## config.mk

```make
export PLATFORM = sky130hd
export DESIGN_NAME = color_obj_detect_flat
export DESIGN_NICKNAME = d
export VERILOG_FILES = /design/src/rtl/color_obj_detect_pkg.sv /design/src/rtl/color_obj_detect_if.sv /design/src/rtl/color_obj_detect_track.sv /design/src/rtl/color_obj_detect.sv /design/src/flat_wrapper.sv
export SDC_FILE = /design/constraint.sdc
export NUM_CORES = 1
export LEC_CHECK = 0
export ABC_AREA = 1
export CAP_MARGIN = 10
export CORE_ASPECT_RATIO = 1.4
export CORE_MARGIN = 4
export CORE_UTILIZATION = 60
export DETAILED_ROUTE_END_ITERATION = 8
export PLACE_DENSITY = 0.94
export SLEW_MARGIN = 10
export SYNTH_ARGS = -nofsm -noshare
export SYNTH_HDL_FRONTEND = slang
export SYNTH_HIERARCHICAL = 1
export SYNTH_SLANG_ARGS = --single-unit
```

## constraint.sdc

```tcl
create_clock -name clk -period 7 [get_ports clk]
set_input_delay 0.7 -clock clk [delete_from_list [all_inputs] [get_ports clk]]
set_output_delay 0.7 -clock clk [all_outputs]
set_load 0.02 [all_outputs]
```

## src/rtl/color_obj_detect_pkg.sv

```systemverilog
// Shared image geometry, colour encodings and helpers for the colour-object detector.
package color_obj_detect_pkg;

  localparam int unsigned c_img_cols     = 80;
  localparam int unsigned c_img_rows     = 60;
  localparam int unsigned c_img_pxls     = c_img_cols * c_img_rows;
  localparam int unsigned c_nb_line_pxls = 7;
  localparam int unsigned c_nb_rows      = 6;
  localparam int unsigned c_nb_img_pxls  = 13;
  localparam int unsigned c_nb_buf       = 12;
  localparam int unsigned c_nb_chan      = 4;

  localparam logic [c_nb_buf-1:0] c_match_color = 12'hFFF;
  localparam logic [c_nb_buf-1:0] c_box_color   = 12'hF0F;

  localparam logic [c_nb_img_pxls-1:0] c_pxls_addr = c_nb_img_pxls'(c_img_pxls);
  localparam logic [c_nb_img_pxls-1:0] c_last_addr = c_nb_img_pxls'(c_img_pxls - 1);
  localparam logic [c_nb_img_pxls-1:0] c_cols_addr = c_nb_img_pxls'(c_img_cols);

  typedef enum logic [1:0] {
    C_SEL_RED   = 2'd0,
    C_SEL_GREEN = 2'd1,
    C_SEL_BLUE  = 2'd2,
    C_SEL_OFF   = 2'd3
  } color_sel_e;

  typedef enum logic {
    TRK_IDLE   = 1'b0,
    TRK_ACTIVE = 1'b1
  } trk_state_e;

  // Bounding box plus matched-pixel count for one frame
  typedef struct packed {
    logic [c_nb_line_pxls-1:0] xmin;
    logic [c_nb_line_pxls-1:0] xmax;
    logic [c_nb_rows-1:0]      ymin;
    logic [c_nb_rows-1:0]      ymax;
    logic [c_nb_img_pxls-1:0]  cnt;
  } bbox_t;

  // Empty working box: min at all-ones, max at zero, so the first match sets both
  localparam bbox_t c_bbox_init = '{xmin: '1, xmax: '0, ymin: '1, ymax: '0, cnt: '0};

  // Selected channel at or above thr_main, the other two at or below thr_other
  function automatic logic pix_match(input logic [c_nb_buf-1:0]  px,
                                     input color_sel_e           sel,
                                     input logic [c_nb_chan-1:0] thr_main,
                                     input logic [c_nb_chan-1:0] thr_other);
    logic [c_nb_chan-1:0] r;
    logic [c_nb_chan-1:0] g;
    logic [c_nb_chan-1:0] b;
    logic                 hit;
    r = px[11:8];
    g = px[7:4];
    b = px[3:0];
    case (sel)
      C_SEL_RED:   hit = (r >= thr_main) && (g <= thr_other) && (b <= thr_other);
      C_SEL_GREEN: hit = (g >= thr_main) && (r <= thr_other) && (b <= thr_other);
      C_SEL_BLUE:  hit = (b >= thr_main) && (r <= thr_other) && (g <= thr_other);
      default:     hit = 1'b0;
    endcase
    return hit;
  endfunction

endpackage

```

## src/rtl/color_obj_detect_if.sv

```systemverilog
// Pixel stream in/out, detection controls and published frame results.
interface color_obj_detect_if;
  import color_obj_detect_pkg::*;

  logic [c_nb_img_pxls-1:0]  addr;
  logic [c_nb_buf-1:0]       din;
  logic                      we;
  logic [1:0]                color_sel;
  logic [c_nb_chan-1:0]      thr_main;
  logic [c_nb_chan-1:0]      thr_other;
  logic                      show_match;
  logic                      show_box;

  logic [c_nb_img_pxls-1:0]  addr_out;
  logic [c_nb_buf-1:0]       dout_out;
  logic                      we_out;
  logic                      frame_done;
  logic                      obj_found;
  logic [c_nb_line_pxls-1:0] xmin;
  logic [c_nb_line_pxls-1:0] xmax;
  logic [c_nb_rows-1:0]      ymin;
  logic [c_nb_rows-1:0]      ymax;
  logic [c_nb_img_pxls-1:0]  pix_cnt;

  modport slave (
    input  addr, din, we, color_sel, thr_main, thr_other, show_match, show_box,
    output addr_out, dout_out, we_out, frame_done, obj_found, xmin, xmax, ymin, ymax, pix_cnt
  );

  modport master (
    output addr, din, we, color_sel, thr_main, thr_other, show_match, show_box,
    input  addr_out, dout_out, we_out, frame_done, obj_found, xmin, xmax, ymin, ymax, pix_cnt
  );

endinterface

```

## src/rtl/color_obj_detect_track.sv

```systemverilog
// Address-to-row/column tracker with frame-active state and end/wrap detection.
// Outputs are registered and aligned with the detector's first pipeline stage.
module pxl_rowcol_track
  import color_obj_detect_pkg::*;
(
  input  logic                      clk,
  input  logic                      rst,
  input  logic                      valid_i,
  input  logic [c_nb_img_pxls-1:0]  addr_i,
  output logic [c_nb_rows-1:0]      row_o,
  output logic [c_nb_line_pxls-1:0] col_o,
  output logic                      act_o,
  output logic                      last_o,
  output logic                      wrap_o
);

  trk_state_e                state_q, state_d;
  logic [c_nb_img_pxls-1:0]  line_base_q, line_base_d;
  logic [c_nb_img_pxls-1:0]  next_base_c;
  logic [c_nb_img_pxls-1:0]  prev_addr_q;
  logic [c_nb_rows-1:0]      row_q, row_d;
  logic [c_nb_line_pxls-1:0] col_q, col_d;
  logic                      act_q, last_q, wrap_q;
  logic                      act_c, last_c, wrap_c;

  // State register
  always_ff @(posedge clk or negedge rst) begin
    if (!rst) state_q <= TRK_IDLE;
    else      state_q <= state_d;
  end

  // Next state: addr 0 opens a frame; last pixel or a backwards jump closes it
  always_comb begin
    state_d = state_q;
    if (valid_i) begin
      if (addr_i == '0)          state_d = TRK_ACTIVE;
      else if (wrap_c || last_c) state_d = TRK_IDLE;
    end
  end

  // Per-write classification; a wrap to addr 0 already belongs to the new frame
  always_comb begin
    wrap_c = 1'b0;
    act_c  = 1'b0;
    last_c = 1'b0;
    if (valid_i) begin
      wrap_c = (state_q == TRK_ACTIVE) && (addr_i < prev_addr_q);
      act_c  = (addr_i == '0) || ((state_q == TRK_ACTIVE) && !wrap_c);
      last_c = act_c && (addr_i == c_last_addr);
    end
  end

  // Row/column arithmetic, advancing at most one line per write
  always_comb begin
    next_base_c = line_base_q + c_cols_addr;
    line_base_d = line_base_q;
    row_d       = row_q;
    col_d       = col_q;
    if (valid_i) begin
      if (addr_i == '0) begin
        line_base_d = '0;
        row_d       = '0;
        col_d       = '0;
      end else if (addr_i >= next_base_c) begin
        line_base_d = next_base_c;
        row_d       = row_q + c_nb_rows'(1);
        col_d       = c_nb_line_pxls'(addr_i - next_base_c);
      end else begin
        col_d       = c_nb_line_pxls'(addr_i - line_base_q);
      end
    end
  end

  // Tracker datapath and stage-aligned flags
  always_ff @(posedge clk or negedge rst) begin
    if (!rst) begin
      line_base_q <= '0;
      prev_addr_q <= '0;
      row_q       <= '0;
      col_q       <= '0;
      act_q       <= 1'b0;
      last_q      <= 1'b0;
      wrap_q      <= 1'b0;
    end else begin
      line_base_q <= line_base_d;
      row_q       <= row_d;
      col_q       <= col_d;
      act_q       <= act_c;
      last_q      <= last_c;
      wrap_q      <= wrap_c;
      if (valid_i) prev_addr_q <= addr_i;
    end
  end

  assign row_o  = row_q;
  assign col_o  = col_q;
  assign act_o  = act_q;
  assign last_o = last_q;
  assign wrap_o = wrap_q;

endmodule

```

## src/rtl/color_obj_detect.sv

```systemverilog
// Colour-threshold object detector: forwards the capture pixel stream two cycles
// late, optionally painted, and publishes per-frame bounding box and match count.
module color_obj_detect
  import color_obj_detect_pkg::*;
(
  input logic               clk,
  input logic               rst,
  color_obj_detect_if.slave bus
);

  logic                      valid_c, start_c, match_c;
  color_sel_e                sel_q, sel_c;
  logic [c_nb_chan-1:0]      thr_main_q, thr_main_c;
  logic [c_nb_chan-1:0]      thr_other_q, thr_other_c;

  logic [c_nb_img_pxls-1:0]  s1_addr_q;
  logic [c_nb_buf-1:0]       s1_din_q;
  logic                      s1_valid_q, s1_match_q;
  logic [c_nb_rows-1:0]      s1_row;
  logic [c_nb_line_pxls-1:0] s1_col;
  logic                      s1_act, s1_last, s1_wrap;

  bbox_t                     work_q, work_d, snap_q, snap_d, base_c, upd_c, res_q;
  logic                      hit_c, pub_q, pub_d, found_q, done_q;
  logic                      in_x_c, in_y_c, border_c;

  logic [c_nb_img_pxls-1:0]  addr_out_q;
  logic [c_nb_buf-1:0]       dout_q, dout_d;
  logic                      we_out_q;

  assign valid_c = bus.we && (bus.addr < c_pxls_addr);
  assign start_c = valid_c && (bus.addr == '0);

  // Frame-start pixel classifies with the live settings it is latching
  always_comb begin
    sel_c       = sel_q;
    thr_main_c  = thr_main_q;
    thr_other_c = thr_other_q;
    if (start_c) begin
      sel_c       = color_sel_e'(bus.color_sel);
      thr_main_c  = bus.thr_main;
      thr_other_c = bus.thr_other;
    end
    match_c = valid_c && pix_match(bus.din, sel_c, thr_main_c, thr_other_c);
  end

  // Detection settings held for the whole frame
  always_ff @(posedge clk or negedge rst) begin
    if (!rst) begin
      sel_q       <= C_SEL_OFF;
      thr_main_q  <= '0;
      thr_other_q <= '0;
    end else if (start_c) begin
      sel_q       <= sel_c;
      thr_main_q  <= thr_main_c;
      thr_other_q <= thr_other_c;
    end
  end

  // Stage 1: latch the write and its match bit
  always_ff @(posedge clk or negedge rst) begin
    if (!rst) begin
      s1_addr_q  <= '0;
      s1_din_q   <= '0;
      s1_valid_q <= 1'b0;
      s1_match_q <= 1'b0;
    end else begin
      s1_addr_q  <= bus.addr;
      s1_din_q   <= bus.din;
      s1_valid_q <= valid_c;
      s1_match_q <= match_c;
    end
  end

  pxl_rowcol_track u_track (
    .clk     (clk),
    .rst     (rst),
    .valid_i (valid_c),
    .addr_i  (bus.addr),
    .row_o   (s1_row),
    .col_o   (s1_col),
    .act_o   (s1_act),
    .last_o  (s1_last),
    .wrap_o  (s1_wrap)
  );

  // Working box update; at a frame end the finished box goes to the snapshot
  always_comb begin
    hit_c  = s1_act && s1_match_q;
    base_c = s1_wrap ? c_bbox_init : work_q;
    upd_c  = base_c;
    if (hit_c) begin
      if (s1_col < base_c.xmin) upd_c.xmin = s1_col;
      if (s1_col > base_c.xmax) upd_c.xmax = s1_col;
      if (s1_row < base_c.ymin) upd_c.ymin = s1_row;
      if (s1_row > base_c.ymax) upd_c.ymax = s1_row;
      if (base_c.cnt != '1)     upd_c.cnt  = base_c.cnt + c_nb_img_pxls'(1);
    end
    work_d = upd_c;
    snap_d = snap_q;
    pub_d  = 1'b0;
    if (s1_wrap) begin
      snap_d = work_q;
      pub_d  = 1'b1;
    end else if (s1_last) begin
      snap_d = upd_c;
      work_d = c_bbox_init;
      pub_d  = 1'b1;
    end
  end

  // Paint: box border over matched colour over the original pixel
  always_comb begin
    in_x_c   = (s1_col >= res_q.xmin) && (s1_col <= res_q.xmax);
    in_y_c   = (s1_row >= res_q.ymin) && (s1_row <= res_q.ymax);
    border_c = bus.show_box && found_q && s1_act &&
               ((((s1_col == res_q.xmin) || (s1_col == res_q.xmax)) && in_y_c) ||
                (((s1_row == res_q.ymin) || (s1_row == res_q.ymax)) && in_x_c));
    dout_d   = s1_din_q;
    if (border_c)                                  dout_d = c_box_color;
    else if (bus.show_match && s1_act && s1_match_q) dout_d = c_match_color;
  end

  // Stage 2: forwarded stream and working statistics
  always_ff @(posedge clk or negedge rst) begin
    if (!rst) begin
      addr_out_q <= '0;
      dout_q     <= '0;
      we_out_q   <= 1'b0;
      work_q     <= c_bbox_init;
      snap_q     <= '0;
      pub_q      <= 1'b0;
    end else begin
      addr_out_q <= s1_addr_q;
      dout_q     <= dout_d;
      we_out_q   <= s1_valid_q;
      work_q     <= work_d;
      snap_q     <= snap_d;
      pub_q      <= pub_d;
    end
  end

  // Publish finished frame results one cycle after the end write leaves stage 2
  always_ff @(posedge clk or negedge rst) begin
    if (!rst) begin
      res_q   <= '0;
      found_q <= 1'b0;
      done_q  <= 1'b0;
    end else begin
      done_q <= pub_q;
      if (pub_q) begin
        found_q <= (snap_q.cnt != '0);
        res_q   <= (snap_q.cnt != '0) ? snap_q : '0;
      end
    end
  end

  assign bus.addr_out   = addr_out_q;
  assign bus.dout_out   = dout_q;
  assign bus.we_out     = we_out_q;
  assign bus.frame_done = done_q;
  assign bus.obj_found  = found_q;
  assign bus.xmin       = res_q.xmin;
  assign bus.xmax       = res_q.xmax;
  assign bus.ymin       = res_q.ymin;
  assign bus.ymax       = res_q.ymax;
  assign bus.pix_cnt    = res_q.cnt;

endmodule

```

## src/flat_wrapper.sv

```systemverilog
// flat-port wrapper written by rule: the top's interface ports become plain ports
module color_obj_detect_flat import color_obj_detect_pkg::*;
  (clk, rst, bus_addr, bus_din, bus_we, bus_color_sel, bus_thr_main, bus_thr_other, bus_show_match, bus_show_box, bus_addr_out, bus_dout_out, bus_we_out, bus_frame_done, bus_obj_found, bus_xmin, bus_xmax, bus_ymin, bus_ymax, bus_pix_cnt);
  color_obj_detect_if bus_i ();
  input logic clk;
  input logic rst;
  input wire logic [$bits(bus_i.addr)-1:0] bus_addr;
  input wire logic [$bits(bus_i.din)-1:0] bus_din;
  input wire logic [$bits(bus_i.we)-1:0] bus_we;
  input wire logic [$bits(bus_i.color_sel)-1:0] bus_color_sel;
  input wire logic [$bits(bus_i.thr_main)-1:0] bus_thr_main;
  input wire logic [$bits(bus_i.thr_other)-1:0] bus_thr_other;
  input wire logic [$bits(bus_i.show_match)-1:0] bus_show_match;
  input wire logic [$bits(bus_i.show_box)-1:0] bus_show_box;
  output wire logic [$bits(bus_i.addr_out)-1:0] bus_addr_out;
  output wire logic [$bits(bus_i.dout_out)-1:0] bus_dout_out;
  output wire logic [$bits(bus_i.we_out)-1:0] bus_we_out;
  output wire logic [$bits(bus_i.frame_done)-1:0] bus_frame_done;
  output wire logic [$bits(bus_i.obj_found)-1:0] bus_obj_found;
  output wire logic [$bits(bus_i.xmin)-1:0] bus_xmin;
  output wire logic [$bits(bus_i.xmax)-1:0] bus_xmax;
  output wire logic [$bits(bus_i.ymin)-1:0] bus_ymin;
  output wire logic [$bits(bus_i.ymax)-1:0] bus_ymax;
  output wire logic [$bits(bus_i.pix_cnt)-1:0] bus_pix_cnt;
  assign bus_i.addr = bus_addr;
  assign bus_i.din = bus_din;
  assign bus_i.we = bus_we;
  assign bus_i.color_sel = bus_color_sel;
  assign bus_i.thr_main = bus_thr_main;
  assign bus_i.thr_other = bus_thr_other;
  assign bus_i.show_match = bus_show_match;
  assign bus_i.show_box = bus_show_box;
  assign bus_addr_out = bus_i.addr_out;
  assign bus_dout_out = bus_i.dout_out;
  assign bus_we_out = bus_i.we_out;
  assign bus_frame_done = bus_i.frame_done;
  assign bus_obj_found = bus_i.obj_found;
  assign bus_xmin = bus_i.xmin;
  assign bus_xmax = bus_i.xmax;
  assign bus_ymin = bus_i.ymin;
  assign bus_ymax = bus_i.ymax;
  assign bus_pix_cnt = bus_i.pix_cnt;
  color_obj_detect u_core (.clk(clk), .rst(rst), .bus(bus_i));
endmodule
```

==> reports/qor.csv, run 1 <==
stage,metric,value,unit
die,die-area,0.02137,mm^2
yosys,yosys.cell_count.top_type,nand2_1,
setup_path,timing.rr.end,u_core/u_track/col_o[6]$_DFFE_PN0P_,
clocking,clk_path_buf_depth,3,
detailed_routing,ant_nets,0,
timing,period_needed,3.655,ns
detailed_routing,drt-pass1-iter-count,6,
place,place_hpwl,18970,um
grt,grt_antenna_before_repair,0,
setup_path,cp-endpoint,u_core/u_track/col_o[6]$_DFFE_PN0P_,
clocking,cts-htree-levels,1,
setup_path,ff2ff_path_depth,23,
yosys,syn-instance-count,1273,
timing,final_max_slew_viol_count,0,
timing,hold_viol_final,0,
yosys,synth_nets,1409,
yosys,synthTopCellsByArea,"dfrtp_1, ha_1, nand2_1, inv_1, o21ai_0",
yosys,synth.avg_cell_area,8.988,um^2
setup_path,worst_ep_required_time,7.39,ns
detailed_routing,vias,9470,
detailed_routing,wl,27810,um
die,io_pins,107,
detailed_routing,drt_iter0_markers,750,
yosys,yosys-top-cells-count,"nand2_1, dfrtp_1, inv_1",
cells_and_area,stdcell_count,1626,
cells_and_area,fill_cells,1240,
setup_path,rrSetupSlack,3.35,ns
cells_and_area,antennaDiodeCount,0,
clocking,clock_latency,0.49,ns
setup_path,crit_type,reg2reg,
yosys,synthFlopType,dfrtp_1,
setup_path,crit_fanout,6,
setup_path,crit_start,u_core/u_track/line_base_q[4]$_DFFE_PN0P_,
timing,timing.slew.headroom,24.39,%
clocking,cts_hold_buf,0,
grt,grt_pass1_vias,9866,
power_and_ir_drop,power_density,260.9,mW/mm^2
clocking,postCtsSetupRepairBufs,0,
clocking,clk_pin_slew,0.07,ns
timing,worstMarginPinSlew,1.133,ns
die,die-height,171.4,um
yosys,ys_ff_latch,222,
die,start_util,61.26,%
detailed_routing,drc_errors,0,
worst_hold_path,min_path_type,in2async,
place,place_congestion,0.8966,
cells_and_area,nets,1504,
yosys,synth_warnings,6,
cells_and_area,syn_to_final_growth,17.52,%
yosys,syn_area,0.01144,mm^2
detailed_routing,wl_per_cell,17.10,um
timing,finalClockSkew,0.009341,ns
setup_path,cp-start-kind,flip-flop,
timing,fmax,0.2736,GHz
die,core-area,0.01868,mm^2
grt,grt_overflow,0,
yosys,synth_top_cell_area_share,45.27,%
yosys,postSynth.asyncResetShare,100.0,%
power_and_ir_drop,irDropWorstVdd,0.2350,mV
setup_path,cp.arrival,4.04,ns
setup_path,reg2reg_from,u_core/u_track/line_base_q[4]$_DFFE_PN0P_,
grt,grt_max_degree,139,
yosys,ys_types,52,
detailed_routing,via_per_inst,5.824,
place,dp_cells,1589,
die,die_w,124.7,um
yosys,synth_top_area_cell,dfrtp_1,
yosys,synth_seq_area_share,48.72,%
clocking,cts_resized,0,
timing,final.setup.tns,0,ns
power_and_ir_drop,total_power,3.508,mW
setup_path,end_kind,flip-flop,
job,max_cap_violations,0,
power_and_ir_drop,p_leak,6.634,nW
grt,grt.total_usage,25.79,%
place,io_buffer_count,106,
clocking,cts_tree,done,
timing,rsz0062_at_grt,no,
cells_and_area,fin_util,72.00,%
cells_and_area,layout-drive-gt1-share,8.177,%
die,rows,59,
run_status,status,finished clean,
clocking,root_buffer,clkbuf_16,
yosys,synth_edf_count,0,
clocking,cts_sinks,222,
clocking,numCtsBuffers,21,
timing,finalSetupViolCount,0,
timing,post-route-period-util,52.21,%
grt,grt_pass1_wl,45920,um
[registers in the layout, summed over array words and instances (netlist names), 9 cells and up]
register,count
u_core/snap_q,39
u_core/work_q,39
u_core/bus.addr_out,13
u_core/bus.pix_cnt,13
u_core/s1_addr_q,13
u_core/u_track/prev_addr_q,13
u_core/bus.dout_out,12
u_core/s1_din_q,12
u_core/u_track/line_base_q,9
[worst min-delay path by stage]
stage / start / end / slack (ns) / cells after the start
2_1_floorplan: u_core/s1_addr_q[0]$_DFF_PN0_ / u_core/bus.addr_out[0]$_DFF_PN0_ / 0.33 / 0
3_3_place_gp: u_core/s1_addr_q[0]$_DFF_PN0_ / u_core/bus.addr_out[0]$_DFF_PN0_ / 0.33 / 0
3_5_place_dp: u_core/s1_addr_q[2]$_DFF_PN0_ / u_core/bus.addr_out[2]$_DFF_PN0_ / 0.34 / 0
4_1_cts: u_core/s1_addr_q[2]$_DFF_PN0_ / u_core/bus.addr_out[2]$_DFF_PN0_ / 0.35 / 0
5_1_grt: u_core/s1_addr_q[2]$_DFF_PN0_ / u_core/bus.addr_out[2]$_DFF_PN0_ / 0.35 / 0
6_report: rst / u_core/bus.xmin[6]$_DFFE_PN0P_ / 0.29 / 1
[cells by family (layout without fill, tap and decap cells)]
logic type | count (synthesis) | count (layout) | synth area share (%)
fa+ha+maj | 96 | 96 | 10.50
other cells | 2 | 2 | 0.06563
compound gates | 218 | 218 | 11.23
xor+xnor | 25 | 25 | 1.914
flops | 222 | 222 | 48.72
buf+inv | 203 | 312 | 6.933
mux | 17 | 17 | 1.673
simple gates | 490 | 490 | 18.97
[routing by layer]
| metal | global-route usage [%] | share of wire [%] | vias up |
|---|---|---|---|
| met4 | 12.54 | 4.3 | 0 |
| met3 | 4.132 | 6.5 | 101 |
| li1 | - | - | 4386 |
| met2 | 48.45 | 53 | 413 |
| met1 | 28.42 | 36 | 4570 |
| met5 | 0 | 0 | - |
[layout make-up]
class                      instances  area [um^2]  area share [%]
clock inverter                    10        141.4           1.051
clock buffer                      27        598.1           4.448
tap                              244        305.3           2.270
sequential                       222         5577           41.47
inverter                         163        611.8           4.550
timing repair buffer             112         1111           8.263
multi-input combinational        848         5102           37.95
[stage by stage]
step	hold WS, ns	instance area (um^2)	worst slack, ns
floorplan	0.3312	11440	3.929
global placement	0.3333	12710	3.336
detailed placement	0.3355	12710	3.206
CTS	0.3474	13450	3.398
global route	0.3510	13450	2.814
finish	0.2879	13450	3.345
[report_power, final]
| part | switching (mW) | internal [mW] |
|---|---|---|
| sequential | 0.107 | 1.36 |
| combinational | 0.515 | 0.329 |
| clock | 0.483 | 0.717 |
[worst max-delay path: stages, from the launching register on]
cell and delay [ns]:
dfrtp_1 0.43, inv_1 0.09, o21ai_0 0.30, nand3_1 0.18, nor2_1 0.19, nand3_1 0.10
nand2_1 0.10, inv_1 0.06, ha_1 0.26, nand2_1 0.08, inv_1 0.05, a21oi_2 0.17
nand3_2 0.20, xor2_1 0.21, ha_1 0.35, nand2_1 0.09, nor2_1 0.15, nor2_1 0.08
nand2_1 0.06, nand2_1 0.05, nand2_1 0.09, nand3_1 0.10, nand3_1 0.10, nand2_1 0.05
[placed cells by master, fill, tap and decap left out, types with 3 or more instances in the layout]
master | synthesis | final
a21o_1 | 3 | 3
a21oi_1 | 35 | 35
a22oi_1 | 26 | 26
buf_4 | 1 | 6
bufinv_16 | 0 | 3
clkbuf_16 | 0 | 21
clkbuf_8 | 0 | 5
clkdlybuf4s50_1 | 0 | 105
clkinv_1 | 3 | 3
clkinv_4 | 0 | 3
dfrtp_1 | 207 | 205
dfstp_2 | 15 | 15
ha_1 | 96 | 96
inv_1 | 156 | 156
inv_2 | 4 | 4
mux2_2 | 17 | 17
nand2_1 | 255 | 255
nand2_2 | 7 | 7
nand2_4 | 4 | 4
nand2b_1 | 5 | 5
nand3_1 | 71 | 71
nand3b_1 | 8 | 8
nand4_1 | 15 | 15
nor2_1 | 94 | 92
nor2_2 | 3 | 3
nor2_4 | 3 | 5
nor3_1 | 5 | 5
nor4_1 | 4 | 4
o211ai_1 | 4 | 4
o21ai_0 | 103 | 103
o21ai_1 | 7 | 7
o21bai_1 | 5 | 5
o221ai_1 | 9 | 9
o22ai_1 | 15 | 15
or2_1 | 6 | 6
or2_2 | 4 | 4
xnor2_1 | 4 | 4
xor2_1 | 21 | 21
Power figures use the tool's default switching activity.
==> run 2, diff against run 1 <==
Settings changed: CORE_UTILIZATION 60 to 58, PLACE_DENSITY 0.94 to 0.92.
Clock period 7 ns to 3.8 ns, I/O delays scaled along.
==> reports/qor.csv, run 2 (same netlist as run 1, synthesis figures left out) <==
stage,metric,value,unit,change
die,start_util,59.31,%,-2.0 points
timing,worstMarginPinSlew,1.090,ns,-0.04285 ns
timing,final.setup.tns,0,ns,unchanged
cells_and_area,fin_util,70.05,%,-2.0 points
run_status,status,"finished, violations left",,
cells_and_area,largestRegisters,"u_core/snap_q: 39 flops, u_core/work_q: 39 flops",,
timing,setup_ws,0.3156,ns,-3.030 ns
detailed_routing,wl_per_cell,17.11,um,about the same
die,die-area,0.02207,mm^2,+3.3%
setup_path,crit_type,reg2reg,,
cells_and_area,antennaDiodeCount,0,,unchanged
timing,whs,-0.08351,ns,-0.3714 ns
setup_path,cp-start-kind,flip-flop,,
place,io_buffer_count,106,,unchanged
job,max_cap_violations,0,,unchanged
timing,rsz0062_at_grt,no,,
setup_path,ff2ff_path_depth,24,,+4.3%
clocking,cts-htree-levels,1,,unchanged
detailed_routing,wl,28090,um,+1.0%
clocking,numCtsBuffers,21,,unchanged
timing,period_needed,3.484,ns,-0.1702 ns
power_and_ir_drop,irDropWorstVdd,0.4532,mV,+93%
place,preCtsSetupSlack,0.3805,ns,-2.826 ns
timing,final_max_slew_viol_count,0,,unchanged
die,rows,60,,+1.7%
detailed_routing,via_per_inst,5.779,,-0.78%
die,die-height,174.2,um,+1.6%
clocking,clock_latency,0.50,ns,about the same
power_and_ir_drop,power_density,475.7,mW/mm^2,+82%
cells_and_area,syn_to_final_growth,18.11,%,
clocking,cts_sinks,222,,unchanged
detailed_routing,ant_nets,0,,unchanged
timing,finalClockSkew,0.008174,ns,-0.001167 ns
setup_path,crit_fanout,6,,unchanged
detailed_routing,drt_iter0_markers,737,,-1.7%
cells_and_area,regArea,0.005577,mm^2,unchanged
place,placed_area,0.01278,mm^2,+0.61%
timing,hold_viol_final,32,,+32
die,die_w,126.7,um,+1.6%
die,io_pins,107,,unchanged
power_and_ir_drop,p_leak,6.676,nW,+0.64%
cells_and_area,multi_input_area,0.005117,mm^2,+0.29%
grt,grt.total_usage,25.23,%,-0.57 points
timing,fmax,0.2870,GHz,+4.9%
cells_and_area,design_area,0.01351,mm^2,+0.50%
cells_and_area,nets,1516,,+0.80%
worst_hold_path,min_path_type,in2async,,
cells_and_area,mostFrequentLayoutCells,"nand2_1, dfrtp_1, inv_1",,
detailed_routing,drc_errors,0,,unchanged
timing,post-route-period-util,91.69,%,+39 points
place,place_hpwl,19330,um,+1.9%
clocking,clk_pin_slew,0.06,ns,about the same
timing,finalSetupViolCount,0,,unchanged
cells_and_area,fill_cells,1306,,+5.3%
run_status,violations,negative hold slack,,
grt,grt_overflow,0,,unchanged
setup_path,worst_ep_required_time,4.19,ns,-3.20 ns
place,place_congestion,0.9084,,+1.3%
grt,grt_antenna_before_repair,0,,unchanged
clocking,cts_tree,done,,
detailed_routing,drt-pass1-iter-count,5,,-1
grt,grt_max_degree,122,,-12%
timing,timing.slew.headroom,27.25,%,+2.9 points
setup_path,cp.arrival,3.87,ns,-0.17 ns
setup_path,end_kind,flip-flop,,
cells_and_area,final_common_cell,nand2_1,,
cells_and_area,layout-drive-gt1-share,9.110,%,+0.93 points
grt,grt_pass1_vias,9845,,-0.21%
die,core-area,0.01929,mm^2,+3.3%
grt,grt_pass1_wl,46150,um,+0.50%
clocking,clk_path_buf_depth,3,,unchanged
clocking,cts_hold_buf,0,,unchanged
clocking,root_buffer,clkbuf_16,,
detailed_routing,vias,9489,,+0.20%
[run 2: cell types whose count changed in the layout (fill, tap and decap cells not counted), sizes merged]
cell | previous run | this run
clkinv | 8 | 6
buf | 7 | 19
clkbuf | 27 | 31
bufinv | 3 | 2
clkinvlp | 2 | 0
inv | 160 | 161
[run 2: critical path, stage by stage (launching register included)]
cell and delay [ns]:
dfrtp_1 0.41, ha_2 0.21, nor2_1 0.06, nor2_2 0.15, nand3_1 0.13, nor2_1 0.10, nand2_1 0.07, xor2_1 0.18
ha_1 0.28, nand2_1 0.11, inv_1 0.06, a21oi_2 0.19, nand3_4 0.15, nand2_1 0.09, o21ai_0 0.08, ha_1 0.36
a21o_1 0.21, nor2_2 0.10, nand2_1 0.07, nand2_1 0.07, nand2_1 0.07, inv_1 0.06, nand2_1 0.05, nand3_1 0.06
nand2_1 0.05
[run 2: per-layer routing]
layer / global-route usage, % / part of all wire, % / vias up
li1: - / - / 4424
met1: 28.09 / 37 / 4605
met2: 46.22 / 53 / 350
met3: 3.166 / 5.4 / 110
met4: 13.51 / 4.7 / 0
met5: 0 / 0 / -
[run 2: layout make-up]
class,instances,area share (%)
Multi-Input combinational cell,848,37.87
Sequential cell,222,41.26
Inverter,163,4.527
Clock buffer,31,4.537
Tap cell,248,2.296
Timing Repair Buffer,124,8.888
Clock inverter,6,0.6203
[run 2: final timing paths]
path                       slack [ns]                                      start                                  end
setup / recovery                 0.32  u_core/u_track/line_base_q[4]$_DFFE_PN0P_  u_core/u_track/col_o[6]$_DFFE_PN0P_
hold / removal                  -0.08                                        rst       u_core/bus.xmin[4]$_DFFE_PN0P_
setup reg to reg                 0.32  u_core/u_track/line_base_q[4]$_DFFE_PN0P_  u_core/u_track/col_o[6]$_DFFE_PN0P_
hold reg to reg                  0.35              u_core/s1_addr_q[6]$_DFF_PN0_     u_core/bus.addr_out[6]$_DFF_PN0_
max in group asynchronous        2.85                                        rst    u_core/bus.pix_cnt[4]$_DFFE_PN0P_
min in group clk                 0.35              u_core/s1_addr_q[6]$_DFF_PN0_     u_core/bus.addr_out[6]$_DFF_PN0_
[run 2: metrics by stage]
stage | std cells | hold WS (ns) | power, mW
6_report | 1642 | -0.08351 | 6.429
5_1_grt | 1642 | 0.003726 | 6.787
4_1_cts | 1641 | 0.007792 | 6.395
3_5_place_dp | 1604 | 0.3355 | 4.233
3_3_place_gp | 1604 | 0.3321 | 4.116
2_1_floorplan | 1273 | 0.08441 | 3.743
[run 2: power breakdown]
group	internal [mW]	total (mW)	leakage, nW	switching, mW
Combinational	0.628	1.60	3.45	0.973
Sequential	2.50	2.69	2.88	0.192
Clock	1.25	2.13	0.345	0.879
[run 2: what timing repair did]
item                                    CTS  global route
setup buffers                             0             1
endpoints found under the setup margin    0             1
gates resized for setup                   0             8
